<file path="src/rtl/spi_byte_fifo_if.sv">
// spi_byte_fifo_if: push/pop/status bundle between a FIFO user (master) and the FIFO (slave).
interface spi_byte_fifo_if #(
  parameter int DATA_W = 8,
  parameter int DEPTH  = 8
);
  localparam int CW = $clog2(DEPTH) + 1;
  logic              flush_i;
  logic              wr_i;
  logic [DATA_W-1:0] wr_data_i;
  logic              rd_i;
  logic [DATA_W-1:0] rd_data_o;
  logic              full_o;
  logic              empty_o;
  logic [CW-1:0]     count_o;
  logic [2:0]        water_mark_i;
  logic              mark_o;
  logic              overflow_o;
  logic              underflow_o;
  modport master (
    output flush_i, wr_i, wr_data_i, rd_i, water_mark_i,
    input  rd_data_o, full_o, empty_o, count_o, mark_o, overflow_o, underflow_o
  );
  modport slave (
    input  flush_i, wr_i, wr_data_i, rd_i, water_mark_i,
    output rd_data_o, full_o, empty_o, count_o, mark_o, overflow_o, underflow_o
  );
endinterface

</file>
<file path="src/rtl/spi_byte_fifo.sv">
// spi_byte_fifo: first-word-fall-through byte FIFO with watermark and sticky overflow/underflow flags.
module spi_byte_fifo #(
  parameter int DATA_W    = 8,
  parameter int DEPTH     = 8,
  parameter bit MARK_MODE = 1'b0
) (
  input logic             clk,
  input logic             rst_n,
  spi_byte_fifo_if.slave  bus
);
  localparam int AW = $clog2(DEPTH);
  localparam int CW = AW + 1;
  localparam int XW = CW > 3 ? CW : 3;
  logic [DATA_W-1:0] mem_q [DEPTH];
  logic [AW-1:0]     wr_ptr_q, wr_ptr_d, rd_ptr_q, rd_ptr_d;
  logic [CW-1:0]     count_q, count_d;
  logic              ovf_q, ovf_d, unf_q, unf_d;
  logic              full, empty, push, pop;
  logic [XW-1:0]     cnt_x, wm_x;
  assign full  = count_q == CW'(DEPTH);
  assign empty = count_q == '0;
  // a push into a full FIFO is only taken when a pop frees the slot in the same cycle
  assign push  = bus.wr_i & (~full | bus.rd_i);
  assign pop   = bus.rd_i & ~empty;
  always_comb begin
    wr_ptr_d = bus.flush_i ? '0 : push ? wr_ptr_q + AW'(1) : wr_ptr_q;
    rd_ptr_d = bus.flush_i ? '0 : pop ? rd_ptr_q + AW'(1) : rd_ptr_q;
    count_d  = bus.flush_i ? '0 : count_q + CW'(push) - CW'(pop);
    ovf_d    = ~bus.flush_i & (ovf_q | (bus.wr_i & ~push));
    unf_d    = ~bus.flush_i & (unf_q | (bus.rd_i & empty));
  end
  always_ff @(posedge clk) begin
    if (!rst_n) begin
      wr_ptr_q <= '0;
      rd_ptr_q <= '0;
      count_q  <= '0;
      ovf_q    <= 1'b0;
      unf_q    <= 1'b0;
    end else begin
      wr_ptr_q <= wr_ptr_d;
      rd_ptr_q <= rd_ptr_d;
      count_q  <= count_d;
      ovf_q    <= ovf_d;
      unf_q    <= unf_d;
    end
  end
  always_ff @(posedge clk) begin
    if (rst_n && !bus.flush_i && push) mem_q[wr_ptr_q] <= bus.wr_data_i;
  end
  assign cnt_x           = XW'(count_q);
  assign wm_x            = XW'(bus.water_mark_i);
  assign bus.rd_data_o   = empty ? '0 : mem_q[rd_ptr_q];
  assign bus.full_o      = full;
  assign bus.empty_o     = empty;
  assign bus.count_o     = count_q;
  assign bus.mark_o      = MARK_MODE ? (cnt_x > wm_x) : (cnt_x <= wm_x);
  assign bus.overflow_o  = ovf_q;
  assign bus.underflow_o = unf_q;
endmodule
</file>
<file path="src/flat_wrapper.sv">
// flat-port wrapper written by rule: the top's interface ports become plain ports
module spi_byte_fifo_flat 
#(
  parameter int DATA_W    = 8,
  parameter int DEPTH     = 8,
  parameter bit MARK_MODE = 1'b0
)
  (clk, rst_n, bus_flush_i, bus_wr_i, bus_wr_data_i, bus_rd_i, bus_water_mark_i, bus_rd_data_o, bus_full_o, bus_empty_o, bus_count_o, bus_mark_o, bus_overflow_o, bus_underflow_o);
  spi_byte_fifo_if #(.DATA_W(DATA_W), .DEPTH(DEPTH)) bus_i ();
  input logic clk;
  input logic rst_n;
  input wire logic [$bits(bus_i.flush_i)-1:0] bus_flush_i;
  input wire logic [$bits(bus_i.wr_i)-1:0] bus_wr_i;
  input wire logic [$bits(bus_i.wr_data_i)-1:0] bus_wr_data_i;
  input wire logic [$bits(bus_i.rd_i)-1:0] bus_rd_i;
  input wire logic [$bits(bus_i.water_mark_i)-1:0] bus_water_mark_i;
  output wire logic [$bits(bus_i.rd_data_o)-1:0] bus_rd_data_o;
  output wire logic [$bits(bus_i.full_o)-1:0] bus_full_o;
  output wire logic [$bits(bus_i.empty_o)-1:0] bus_empty_o;
  output wire logic [$bits(bus_i.count_o)-1:0] bus_count_o;
  output wire logic [$bits(bus_i.mark_o)-1:0] bus_mark_o;
  output wire logic [$bits(bus_i.overflow_o)-1:0] bus_overflow_o;
  output wire logic [$bits(bus_i.underflow_o)-1:0] bus_underflow_o;
  assign bus_i.flush_i = bus_flush_i;
  assign bus_i.wr_i = bus_wr_i;
  assign bus_i.wr_data_i = bus_wr_data_i;
  assign bus_i.rd_i = bus_rd_i;
  assign bus_i.water_mark_i = bus_water_mark_i;
  assign bus_rd_data_o = bus_i.rd_data_o;
  assign bus_full_o = bus_i.full_o;
  assign bus_empty_o = bus_i.empty_o;
  assign bus_count_o = bus_i.count_o;
  assign bus_mark_o = bus_i.mark_o;
  assign bus_overflow_o = bus_i.overflow_o;
  assign bus_underflow_o = bus_i.underflow_o;
  spi_byte_fifo #(.DATA_W(DATA_W), .DEPTH(DEPTH), .MARK_MODE(MARK_MODE)) u_core (.clk(clk), .rst_n(rst_n), .bus(bus_i));
endmodule
</file>
<file path="config.mk">
export PLATFORM = sky130hd
export DESIGN_NAME = spi_byte_fifo_flat
export DESIGN_NICKNAME = d
export VERILOG_FILES = /design/src/rtl/spi_byte_fifo_if.sv /design/src/rtl/spi_byte_fifo.sv /design/src/flat_wrapper.sv
export SDC_FILE = /design/constraint.sdc
export NUM_CORES = 1
export LEC_CHECK = 0
export ABC_CLOCK_PERIOD_IN_PS = 3700
export BUFFER_PORTS_ARGS = -buffer_cell sky130_fd_sc_hd__buf_4
export CORE_MARGIN = 4
export CORE_UTILIZATION = 62
export CTS_CLUSTER_SIZE = 14
export DETAILED_ROUTE_END_ITERATION = 7
export PLACE_DENSITY_LB_ADDON = 0.25
export SYNTH_ARGS = -nofsm -noshare
export SYNTH_HDL_FRONTEND = slang
export SYNTH_SLANG_ARGS = --single-unit
</file>
<file path="constraint.sdc">
create_clock -name clk -period 3.7 [get_ports clk]
set_clock_uncertainty 0.05 [all_clocks]
set_input_delay 0.185 -clock clk [delete_from_list [all_inputs] [get_ports clk]]
set_output_delay 0.185 -clock clk [all_outputs]
set_load 0.01 [all_outputs]
</file>
# Word-level counts from Yosys, hierarchy flattened
# Memories as Yosys holds them, arrays and structs flattened. A register that Yosys moved wholly into a read port is not among the register bits.
# Index checks and enable logic that the tools add are counted.
# word_totals
register_bits	12
ramBits	64
inputBits	16
output_inout_bits	17
memories	1
# op_classes
add_sub_neg	4
order_cmp	1
n_eq_ne	1
n_mux	5
bitwise	14
reduce_logical	5
# mem_list
memory	depth	word_bits	read_ports	rd_clocked_by_memory_dff	write_ports	line_no	source
u_core.mem_q	8	8	1	1	1	spi_byte_fifo.sv:14	logic [DATA_W-1:0] mem_q [DEPTH];
# op_table
cell	n
8-bit 2-to-1 mux	1
3-bit by 1-bit adder with 3-bit output, second input constant	2
1-bit AND	6
3-bit 2-to-1 mux	2
1-bit NOT	5
4-bit by 1-bit adder with 4-bit output	1
4-bit == test, second input constant	1
4-bit by 3-bit <= comparator with 1-bit output	1
4-bit logical NOT	1
4-bit by 1-bit subtractor with 4-bit output	1
1-bit bitwise OR	3
1-bit logical AND	2
1-bit 2-to-1 mux	2
2-bit OR reduction	1
1-bit logical NOT	1

# Logic depth before layout (Yosys ltp)
# depth
depth_word	8
mapped_depth	11

# Worst setup path after synthesis
# OpenSTA, ideal clock, no wires.
# synth_path
kind	reg-to-reg
from	register u_core.count_q[2] (netlist: u_core.bus.count_o[2])
to	memory u_core.mem_q[1][0], enable pin
arrival_time_ns	2.045
path_slack_ns	1.210
path_stages_with_launch	8
n_path_buf	1
synth_period_minus_slack_ns	2.490
path_cell_list	dfxtp_1 > inv_1 > ha_1 > or4b_1 > and2_4 > buf_6 > nand2_1 > nor4_1
# synth_between
elab_chain_cells	7
# synth_lines
item	line_no	source
start: declaration	spi_byte_fifo.sv:16	logic [CW-1:0] count_q, count_d;
start signal: assignment	spi_byte_fifo.sv:42	count_q <= count_d;
4-bit == test	spi_byte_fifo.sv:20	assign full = count_q == CW'(DEPTH);
1-bit NOT	spi_byte_fifo.sv:23	assign push = bus.wr_i & (~full | bus.rd_i);
1-bit bitwise OR	spi_byte_fifo.sv:23	
1-bit AND	spi_byte_fifo.sv:23	
named net u_core.push	spi_byte_fifo.sv:18	logic full, empty, push, pop;
1-bit logical AND	spi_byte_fifo.sv:48	if (rst_n && !bus.flush_i && push) mem_q[wr_ptr_q] <= bus.wr_data_i;
1-bit 2-to-1 mux	spi_byte_fifo.sv:48	
1-bit 2-to-1 mux (not written as such)	spi_byte_fifo.sv:48	
end: declaration	spi_byte_fifo.sv:14	
# The timed path passes the listed nets, and every way through them passes these cells.

# Final worst setup path
# layout_path
from	register u_core.count_q[2] (netlist: u_core.bus.count_o[2])
to	register u_core.count_q[2] (netlist: u_core.bus.count_o[2])
# layout_between
elab_cells_between_ends	9
cone_classes	add/sub: 2; eq/ne: 1; bitwise: 5; reduce/logical: 1
# layout_rtl
item	line_no	source
4-bit logical NOT	spi_byte_fifo.sv:21	assign empty = count_q == '0;
1-bit NOT	spi_byte_fifo.sv:24	assign pop = bus.rd_i & ~empty;
1-bit AND	spi_byte_fifo.sv:24	
named net u_core.pop	spi_byte_fifo.sv:18	
4-bit by 1-bit subtractor with 4-bit output	spi_byte_fifo.sv:28	count_d = bus.flush_i ? '0 : count_q + CW'(push) - CW'(pop);
# The timed path passes the listed nets, and every way through them passes these cells.
# A chain may end at the register's enable or synchronous reset.

==> results.yml <==
detailed_routing:
  postRouteWirelength_um: 6173
  drc: 0
  drtAntennaViolNets: 0
  vias: 1937
  routed_via_density: 5.631
  wire_per_inst_um: 17.94
  dr.first_iter.drc_count: 159
  drtPass1Iterations: 4
hold_path:
  hp-class: "input port to register"
  hold_start: "bus_wr_data_i[0]"
floorplan:
  coreArea_um2: 5140
  die_x_um: 81.19
  dieArea_um2: 6591
  io_pins: 33
  die_h_um: 81.19
  core.rowCount: 26
  start_util: 0.6461
grt:
  antenna_found_initial: 0
  grt_usage: 0.2086
  met2_usage: 0.3202
  grt_use_met3: 0.03991
  grt_pass1_wl_um: 9687
  use_met1: 0.2894
  grt_pass1_vias: 1841
  grt_start_max_net_pins: 49
  busiest_layer: "met2"
  globalRoute.totalOverflow: 0
clock_network:
  clockRootBuffer: "clkbuf_8"
  post_cts_buffers: 0
  clk_pin_slew_ns: 0.08
  clock_latency_ns: 0.34
  post_cts_resized: 0
  cts_tree: "built"
  cts_max_level: 3
  cts_hold_buf: 0
  cts.sinks: 79
  clock_path_buffers: 2
  numCtsBuffers: 9
pwr:
  swShare: 0.2906
  intPower_uw: 1545
  peakVddDrop_mv: 0.4960
  p_clk_frac: 0.251
  leakagePower_uw: 0.001320
  p_per_area_nw_per_um2: 574.6
  power_switching_uw: 633.0
  p_comb_frac: 0.279
  power_frac_seq: 0.471
logic_synthesis:
  yosysMostFrequentCell: "edfxtp_1"
  ys_ff_latch: 79
  synth_edf_count: 64
  synth_compound_area_frac: 0.07460
  synth_top_cell_area_share: 0.5787
  yosys-top-cells-count: "64 x edfxtp_1, 19 x nor2b_1, 17 x mux2i_1"
  seq_area_frac_synth: 0.6692
  ys.flop_type: "edfxtp_1"
  postSynthAreaPerCell_um2: 14.13
  synth-simple-area-share: 0.1134
  synth_adder_area_share: 0.04748
  async_flop_share: 0
  yosysTopAreaCell: "edfxtp_1"
  synthDistinctLibCells: 36
  synth_xor_area_frac: 0.01319
  synth_mux_area_frac: 0.05124
  synth_warnings: 0
  syn_inst: 235
  synth_top_family_by_area: "simple AND/OR/NAND/NOR gates"
  yosys-top-cells-area: "edfxtp_1 58%, dfxtp_1 9.0%, mux2i_1 5.1%"
  synth_area_um2: 3321
  synth_nets: 263
timing:
  rsz0062_at_grt: "false"
  maxSlewViolCount: 0
  finalSetupViolations: 0
  tightest_slew_ns: 1.030
  slew_headroom: 0.3134
  fin_setup_tns_ns: 0
  hold_viol: 0
  fmax_ghz: 0.3795
  period_minus_slack_ns: 2.635
  setup_ws_ns: 1.065
  worst_hold_slack_ns: 0.02248
  min_period_over_period: 0.7121
worst_setup_path:
  cp_data_required_time_ns: 3.86
  crit_type: "register to register"
  cp.arrival_ns: 2.79
  endpoint_kind: "register"
  ff2ff_setup_slack_ns: 1.07
  timing.critical_path.from_type: "register"
  startpoint: "u_core.bus.count_o[2]"
  crit_fanout: 12
  r2r_start: "u_core.bus.count_o[2]"
final_layout:
  fill_cells: 356
  seqCellArea_um2: 2223
  multi_input_area_um2: 996.0
  syn_to_final_growth_pct: 14.17
  drive_gt1_frac: 0.2044
  antenna_cells: 0
  layout.nets: 297
placed_design:
  numPortBuffers: 32
  place.gp.congestion: 0.7722
  hpwl_um: 3907
  place_ws_ns: 1.116
status:
  outcome: "complete, no violations"
run:
  cap_violations: 0
[power by group through the flow]
| stage | Clock [uW] | Combinational (uW) | Sequential [uW] |
|---|---|---|---|
| detailed placement | 0 | 608 | 1040 |
| global route | 593 | 670 | 1030 |
| floorplan | 0 | 348 | 1040 |
| finish | 546 | 607 | 1030 |
| global placement | 0 | 597 | 1040 |
| CTS | 548 | 611 | 1030 |
[stage by stage]
step                total power, uW  instance area, um2  std cells  utilization
floorplan                      1387                3321        235            -
global placement               1638                3622        328       0.7047
detailed placement             1652                3622        328       0.7047
CTS                            2184                3791        344       0.7376
global route                   2293                3791        344       0.7376
finish                         2178                3791        344       0.7376
[per-layer routing]
metal,wire [um],vias to the layer above
li1,-,950
met1,2810,922
met2,2879,53
met3,364,12
met4,119,0
met5,0,-
[sequential cells by signal, indices dropped and copies added, names as in the netlist, named ones only]
| register | cells |
|---|---|
| u_core.bus.overflow_o | 1 |
| u_core.mem_q | 64 |
| u_core.bus.count_o | 4 |
| u_core.rd_ptr_q | 3 |
| u_core.wr_ptr_q | 3 |
| u_core.bus.underflow_o | 1 |
[worst paths after layout]
kind,to,depth (start not counted)
worst max-delay path,u_core.bus.count_o[2],12
worst min-delay path,u_core.mem_q[2][0],1
worst max register to register,u_core.bus.count_o[2],12
worst min register to register,u_core.bus.overflow_o,2
[critical path, stage by stage, from the launching register on]
cell and delay [ns]:
dfxtp_1 0.38, inv_1 0.09, ha_1 0.20, nor3b_1 0.14, buf_4 0.20, nor2_1 0.31
ha_1 0.30, inv_1 0.06, ha_1 0.15, inv_1 0.05, fa_1 0.37, xor2_1 0.14
nor2_1 0.06
[cell families (layout without fill, tap and decap cells)]
| group | Yosys count | in the layout |
|---|---|---|
| DFF | 79 | 79 |
| buffers and inverters | 24 | 63 |
| adders and majority gates | 12 | 12 |
| xor gates and xnor gates | 5 | 5 |
| and+or+nand+nor | 66 | 66 |
| AOI/OAI and AO/OA | 32 | 32 |
| muxes | 17 | 17 |
[cells in the final DEF (no fill, tap or decap), types with 2 or more instances in the layout]
cell type	Yosys	routed
nor2_1	16	16
nand3_1	4	4
buf_4	0	37
and2_1	2	2
inv_1	10	10
xor2_1	3	3
ha_1	11	11
clkinv_2	0	3
a21oi_1	3	3
dfxtp_1	15	14
a211oi_1	8	8
nand2_1	3	3
mux2i_1	17	17
clkbuf_1	7	2
nor2b_1	19	19
nor3_1	2	2
a2111oi_0	8	8
edfxtp_1	64	64
xnor2_1	2	2
nand2b_1	3	3
clkbuf_8	0	10
a22o_1	8	8
nor4_1	10	10
[area by class of cell]
type | instances | area share
Sequential cell | 79 | 0.5865
Multi-Input combinational cell | 132 | 0.2627
Timing Repair Buffer | 37 | 0.07327
Clock buffer | 12 | 0.03828
Tap cell | 70 | 0.02310
Inverter | 10 | 0.009901
Clock inverter | 4 | 0.006271
No activity file was read; power rests on OpenSTA's default activity.
